File: src/rtl/gray_count_tracker.sv
// ---------------------------------------------------------------------------
// gray_count_tracker
//
// Receiving end of a Gray-coded up/down count bus. Each taken sample is
// decoded to binary and compared with the last accepted count. The result
// is one of four outcomes:
//   - hold
//   - a single step up
//   - a single step down
//   - an illegal jump
// An illegal jump drops the lock. The next sample then silently becomes
// the new reference.
//
// Parameters:
//   N      width of the Gray input and the binary output
//   ERR_W  width of the saturating error counter
//
// Ports:
//   clk        rising-edge clock
//   rst_n      asynchronous active-low reset
//   clear      synchronous clear back to the reset state (wins over sample_en)
//   sample_en  take gray_in this cycle
//   gray_in    Gray-coded count from the transmitting counter
//   bin_out    decoded binary count of the last accepted sample
//   locked     reference established, steps are being tracked
//   step       1-cycle pulse, legal +1/-1 step accepted
//   dir        direction of the last accepted step (1 = up, 0 = down)
//   wrap       1-cycle pulse, step crossed 2^N-1 <-> 0
//   err        1-cycle pulse, illegal jump detected
//   err_cnt    errors since reset/clear, saturating
//
// Configuration macro: GRAY_TRACK_SYNC_EN
//   Defined   : gray_in and sample_en pass through a 2-flop synchroniser,
//               giving a sample-to-output latency of 3 cycles.
//   Undefined : inputs are used directly (latency 1 cycle). The source must
//               be synchronous to clk.
// ---------------------------------------------------------------------------
module gray_count_tracker #(
   parameter int N     = 4,
   parameter int ERR_W = 8
) (
   input  logic             clk,
   input  logic             rst_n,
   input  logic             clear,
   input  logic             sample_en,
   input  logic [N-1:0]     gray_in,
   output logic [N-1:0]     bin_out,
   output logic             locked,
   output logic             step,
   output logic             dir,
   output logic             wrap,
   output logic             err,
   output logic [ERR_W-1:0] err_cnt
);

   typedef enum logic {UNSYNC, TRACK} state_t;

   state_t         state;
   logic [N-1:0]   gray_s;
   logic           en_s;
   logic [N-1:0]   b_dec;
   logic [N-1:0]   delta;

`ifdef GRAY_TRACK_SYNC_EN
   logic [N-1:0]   gray_meta;
   logic [N-1:0]   gray_sync;
   logic           en_meta;
   logic           en_sync;

   // Two-stage synchroniser for a source in another clock domain.
   // Only rst_n clears it; clear acts on the tracker itself.
   // Bus coherence relies on the source changing one Gray bit at a time.
   always_ff @(posedge clk or negedge rst_n) begin
      if (!rst_n) begin
         gray_meta <= '0;
         gray_sync <= '0;
         en_meta   <= 1'b0;
         en_sync   <= 1'b0;
      end else begin
         gray_meta <= gray_in;
         gray_sync <= gray_meta;
         en_meta   <= sample_en;
         en_sync   <= en_meta;
      end
   end

   assign gray_s = gray_sync;
   assign en_s   = en_sync;
`else
   assign gray_s = gray_in;
   assign en_s   = sample_en;
`endif

   // Gray-to-binary decode: binary bit i is the XOR of Gray bits i..N-1.
   // This is the same as b[N-1]=g[N-1], b[i]=b[i+1]^g[i], written without
   // a combinational self-reference.
   always_comb begin
      b_dec = '0;
      for (int i = 0; i < N; i++) begin
         b_dec[i] = ^(gray_s >> i);
      end
   end

   // Modulo-2^N distance from the last accepted count.
   // 1 means up, all-ones means down.
   assign delta = b_dec - bin_out;

   // Tracker FSM with registered outputs. Pulses default low every cycle
   // and are raised only by a qualifying sample.
   always_ff @(posedge clk or negedge rst_n) begin
      if (!rst_n) begin
         state   <= UNSYNC;
         bin_out <= '0;
         locked  <= 1'b0;
         step    <= 1'b0;
         dir     <= 1'b1;
         wrap    <= 1'b0;
         err     <= 1'b0;
         err_cnt <= '0;
      end else if (clear) begin
         state   <= UNSYNC;
         bin_out <= '0;
         locked  <= 1'b0;
         step    <= 1'b0;
         dir     <= 1'b1;
         wrap    <= 1'b0;
         err     <= 1'b0;
         err_cnt <= '0;
      end else begin
         step <= 1'b0;
         wrap <= 1'b0;
         err  <= 1'b0;
         if (en_s) begin
            case (state)
               UNSYNC: begin
                  bin_out <= b_dec;
                  locked  <= 1'b1;
                  state   <= TRACK;
               end
               TRACK: begin
                  if (delta == '0) begin
                     bin_out <= bin_out;
                  end else if (delta == N'(1)) begin
                     bin_out <= b_dec;
                     step    <= 1'b1;
                     dir     <= 1'b1;
                     wrap    <= (b_dec == '0);
                  end else if (delta == '1) begin
                     bin_out <= b_dec;
                     step    <= 1'b1;
                     dir     <= 1'b0;
                     wrap    <= (b_dec == '1);
                  end else begin
                     err    <= 1'b1;
                     locked <= 1'b0;
                     state  <= UNSYNC;
                     if (err_cnt != '1) begin
                        err_cnt <= err_cnt + ERR_W'(1);
                     end
                  end
               end
               default: state <= UNSYNC;
            endcase
         end
      end
   end

endmodule
File: config.mk
export PLATFORM = sky130hd
export DESIGN_NAME = gray_count_tracker
export DESIGN_NICKNAME = d
export VERILOG_FILES = /design/src/rtl/gray_count_tracker.sv
export SDC_FILE = /design/constraint.sdc
export NUM_CORES = 1
export LEC_CHECK = 0
export BUFFER_PORTS_ARGS = -buffer_cell sky130_fd_sc_hd__buf_2
export CAP_MARGIN = 20
export CORE_ASPECT_RATIO = 0.7
export CORE_MARGIN = 4
export CORE_UTILIZATION = 45
export DETAILED_ROUTE_END_ITERATION = 7
export GPL_ROUTABILITY_DRIVEN = 0
export PLACE_DENSITY = 0.7
export SLEW_MARGIN = 10
export SYNTH_ARGS = -nofsm -noshare
export SYNTH_HDL_FRONTEND = slang
export SYNTH_SLANG_ARGS = --single-unit
export TNS_END_PERCENT = 100
File: constraint.sdc
create_clock -name clk -period 2.19 [get_ports clk]
set_input_delay 0.3285 -clock clk [delete_from_list [all_inputs] [get_ports clk]]
set_output_delay 0.3285 -clock clk [all_outputs]
set_load 0.02 [all_outputs]
; Yosys cells after proc, flatten, opt, wreduce, memory -nomap -nowiden
; Index checks and enable logic that the tools add are counted.
[word_totals]
regBits = 18
[classes]
eq_ne = 11
n_bitwise = 1
reduce_logical = 14
add_sub_neg = 2
mux = 47
[ops]
columns = operator, n
row1 = $mux 8, 7
row2 = $mux 1, 32
row3 = $mux 4, 5
row4 = $reduce_xor 4->1, 4
row5 = $ne 3x3->1 const B, 3
row6 = $add 8x1->8 const B, 1
row7 = $eq 4x4->1 const B, 2
row8 = $logic_not 4->1, 2
row9 = $ne 8x8->1 const B, 1
row10 = $pmux 4 s2, 1
row11 = $reduce_and 4->1, 2
row12 = $ne 2x2->1 const B, 3
row13 = $reduce_and 6->1, 1
row14 = $reduce_bool 2->1, 3
row15 = $eq 4x1->1 const B, 1
row16 = $ne 4x2->1 const B, 1
row17 = $pmux 1 s2, 2
row18 = $sub 4x4->4, 1
row19 = $reduce_and 3->1, 1
row20 = $reduce_bool 3->1, 1
row21 = $not 1->1, 1

; Depth between registers and ports, before layout
[logic_depth]
ltp_word = 9
mapped_depth = 11

; Worst setup path before layout
; No wires, ideal clock.
[synth_path]
path_kind = input to register
startpoint = input port gray_in[2]
endpoint = register err_cnt[2]
stages = 11
path_buffers = 1
t_required_ns = 2.112
t_arrival_ns = 2.793
setup_slack_ns = -0.682
path_cell_list = inv_1 ha_1 xnor2_1 ha_1 fa_1 xor2_2 nor3_2 and3_4 buf_6 or4_1 a21oi_1
[synth_between]
elab_chain_len = 5
word_cells_on_any_way = 11
[synth_rtl]
columns = item, line_no
row1 = "start, declared", 46  ; input logic [N-1:0] gray_in,
row2 = $reduce_xor 4->1, 100  ; b_dec[i] = ^(gray_s >> i);
row3 = $sub 4x4->4 *, 106  ; assign delta = b_dec - bin_out;
row4 = "$eq 4x4->1, or another cell as far along", 148  ; end else if (delta == '1) begin
row5 = $ne 2x2->1 (no source line), n/a
row6 = $reduce_and 6->1 (no source line) *, n/a
row7 = "end signal, assigned", 158  ; err_cnt <= err_cnt + ERR_W'(1);
row8 = "end, declared", 53  ; output logic [ERR_W-1:0] err_cnt
; Every way passes the cells marked *; elsewhere a longest branch is shown, timed or not.
; A chain may end at the register's enable or synchronous reset.

; Worst setup path in the final report
[layout_path]
startpoint = input port gray_in[3]
endpoint = register err_cnt[2]
; Same word-level chain as after synthesis.

==> out/summary.txt <==
Die H: 52.1 microns
YS warnings: 0
PortBufs: 24
CP Class: primary input to flop
Site Rows: 15
antenna-violating nets left: 0
mux cell area share after synthesis: 5.22%
Compound-Gate Fraction of Synth Area: 15.7%
Worst EP arrival: 2.68 ns
syn_area_per_cell: 9.52 sq um
WL final: 4810 microns
Final Hold Viols: 0
Top FF cell, synth: dfrtp_1
FFs w/ async S/R, synth: 100%
Chip Width: 70.9 microns
DR pass1 iterations: 4
Post-synth EDFFs: 0
number of primary I/O pins: 25
Lkg Pwr: 0.934 nW
vias in the first global route: 1272
post-synthesis simple-gate area fraction: 25.8%
Antenna diodes: 0
synth-to-layout area growth: 70.7%
CTS tree: yes
largest fanout on the critical path: 8
initial antenna violation count: 0
failing checks: setup timing
DR vias/cell: 6.13
synth unique cells: 43
Max Clk Rate: 401 MHz
Reg clk slew, reported paths: 0.08 ns
Critical Path Most Common Cell: ha_4
DP Wirelength: 2510 microns
mapped cell area: 1250 sq um
CP peak stage delay: 0.49 ns
status: complete, but fails checks
H-Tree Depth: 1
Worst EP required: 2.37 ns
ordered list of cells on the worst path: buf_12, inv_12, ha_4, xnor2_4, ha_4, fa_2, xor2_4, nor3_4, and3_4, or4_4, a21oi_1
CTS Buffer Depth: 2
CTS Buf Count: 3
placed insts: 214
final non-filler cell total: 231
post-layout worst setup margin: -0.303 ns
VDD IR max: 0.467 mV
Core ar.: 2550 sq um
Seq/Total Area, Yosys: 36.2%
Initial Utilization: 48.9%
Worst-Margin Slew: 0.492 ns
largest net degree at the start of global routing: 22
WHS: 0.383 ns
Final Util: 83.4%
skew final: 0.00654 ns
ratio of cells with drive above 1 in the final layout: 58.9%
# clock sinks: 18
Final nets: 213
Synth Net Count: 146
RSZ-0062 raised after global routing: true
first-pass GRT wire length: 6240 microns
CP max stage cell: or4_4
endpoint type of the worst setup path: flop
Crit path buffers/inverters: 2
largest family of logic cells by synthesized area: simple AND/OR/NAND/NOR gates
Post-Synth XOR/XNOR Area: 5.52%
Final Max Slew Viols: 0
Mapped Cells: 131
drt wl/cell: 20.8 microns
vias after detailed routing: 1417
CTS root buffer: clkbuf_8
max cap viols: 0
post-synthesis adder-cell area fraction: 7.62%
remaining global-route overflow: 0
final period utilization: 114%
CP startpoint kind: primary input
Skew-Pair Late Insertion Delay: 0.27 ns
fin crit period: 2.49 ns
CP delay by family, top: adder cells
GRT Total Usage: 22.0%
power density cells: 721 nW/um^2
final setup violation count: 17
max_slew headroom: 67.2%
worst hold path type: primary input to flop
# DRC: 0
Tot Pwr: 1.53 mW
flops & latches, synth: 18
initial DRC count: 119
die area: 3690 sq um
-- per-stage QoR --
stage               setup TNS, ns  setup WS [ns]  cell area [sq um]
detailed placement          -9.32         -0.612               1720
floorplan                   -3.89         -0.365               1370
global placement            -8.17         -0.567               1720
global route                -4.72         -0.367               2130
finish                      -3.72         -0.303               2130
CTS                         -2.25         -0.201               1970
-- registers in the layout, summed over array words and instances, names as in the netlist --
name,flops
err_cnt,8
locked,1
wrap,1
bin_out,4
step,1
state,1
err,1
dir,1
-- cell type report --
class / count / area [sq um]
Clock buffer: 4 / 55.1
Timing Repair Buffer: 66 / 503
Sequential cell: 18 / 452
Multi-Input combinational cell: 102 / 1040
Tap cell: 34 / 42.5
Fill cell: 147 / 423
Inverter: 7 / 41.3
-- report_power, final --
| part | internal (mW) | switching [mW] |
|---|---|---|
| clock | 0.161 | 0.134 |
| combinational | 0.424 | 0.443 |
| sequential | 0.352 | 0.0216 |
-- cells by family after synthesis --
group / count (synthesis)
flip-flops: 18
AND/OR/NAND/NOR: 57
multiplexers: 6
buffers and inverters: 11
AO/OA/AOI/OAI: 25
adder cells (fa/ha/maj): 7
XOR/XNOR: 7
-- worst paths after layout --
kind	startpoint	cells after the start	to	slack [ns]
worst max-delay path	gray_in[3]	11	err_cnt[2]	-0.30
worst min-delay path	sample_en	3	state	0.38
worst max register to register	bin_out[1]	7	err_cnt[2]	-0.19
worst min register to register	locked	2	locked	0.58
max in group asynchronous	rst_n	2	dir	1.36
min in group asynchronous	rst_n	2	err	0.51
-- cells in the mapped netlist, drive strengths merged (2+ instances only) --
library cell	count	area, sq um
a21oi	6	30.0
a311oi	4	41.3
a31oi	3	18.8
a41o	2	20.0
and3	2	17.5
and4	2	17.5
clkbuf	3	11.3
dfrtp	17	425
ha	6	75.1
inv	7	26.3
mux2	4	45.0
mux2i	2	20.0
nand2	11	41.3
nand3	5	30.0
nand4	4	25.0
nor2	11	41.3
nor2b	8	50.1
nor3	5	30.0
o21ai	2	13.8
o31ai	3	22.5
or4	3	22.5
xnor2	4	35.0
xor2	3	33.8
-- worst register-to-register path, stage by stage, from the launching register on --
cell and delay, ns:
dfrtp_1 0.43, buf_4 0.16, fa_2 0.43, xor2_4 0.31, nor3_4 0.07, and3_4 0.22, or4_4 0.49, a21oi_1 0.20
-- repair_timing --
item / CTS / global route
hold buffers: 1 / 0
endpoints found under the setup margin: 18 / 18
gates resized for setup: 27 / 24
setup buffers: 9 / 7
cloned: 0 / 0
endpoints found under the hold margin: 3 / 0
pin swaps: 19 / 10
-- routing by layer --
layer  vias to the layer above  GRT usage (%)  wire (microns)
met4                         0           4.38             242
li1                        619              -               -
met3                        23           4.25             352
met1                       696           28.9            1980
met5                         -              0               0
met2                        79           38.0            2240
-- placed cells by master, fill, tap and decap left out, drive strengths merged, types with 2 or more instances in the layout --
cell type  count
mux2i          2
o21ai          2
nor2          11
inv            7
and4           2
a21oi          6
nand2         11
and3           2
ha             6
nor3           5
nand3          5
a41o           2
o31ai          3
xor2           3
nand4          4
a31oi          3
a311oi         4
dfrtp         17
nor2b          8
clkbuf         4
mux2           4
or4            3
buf           65
xnor2          4
No activity file was read; power rests on OpenSTA's default activity.
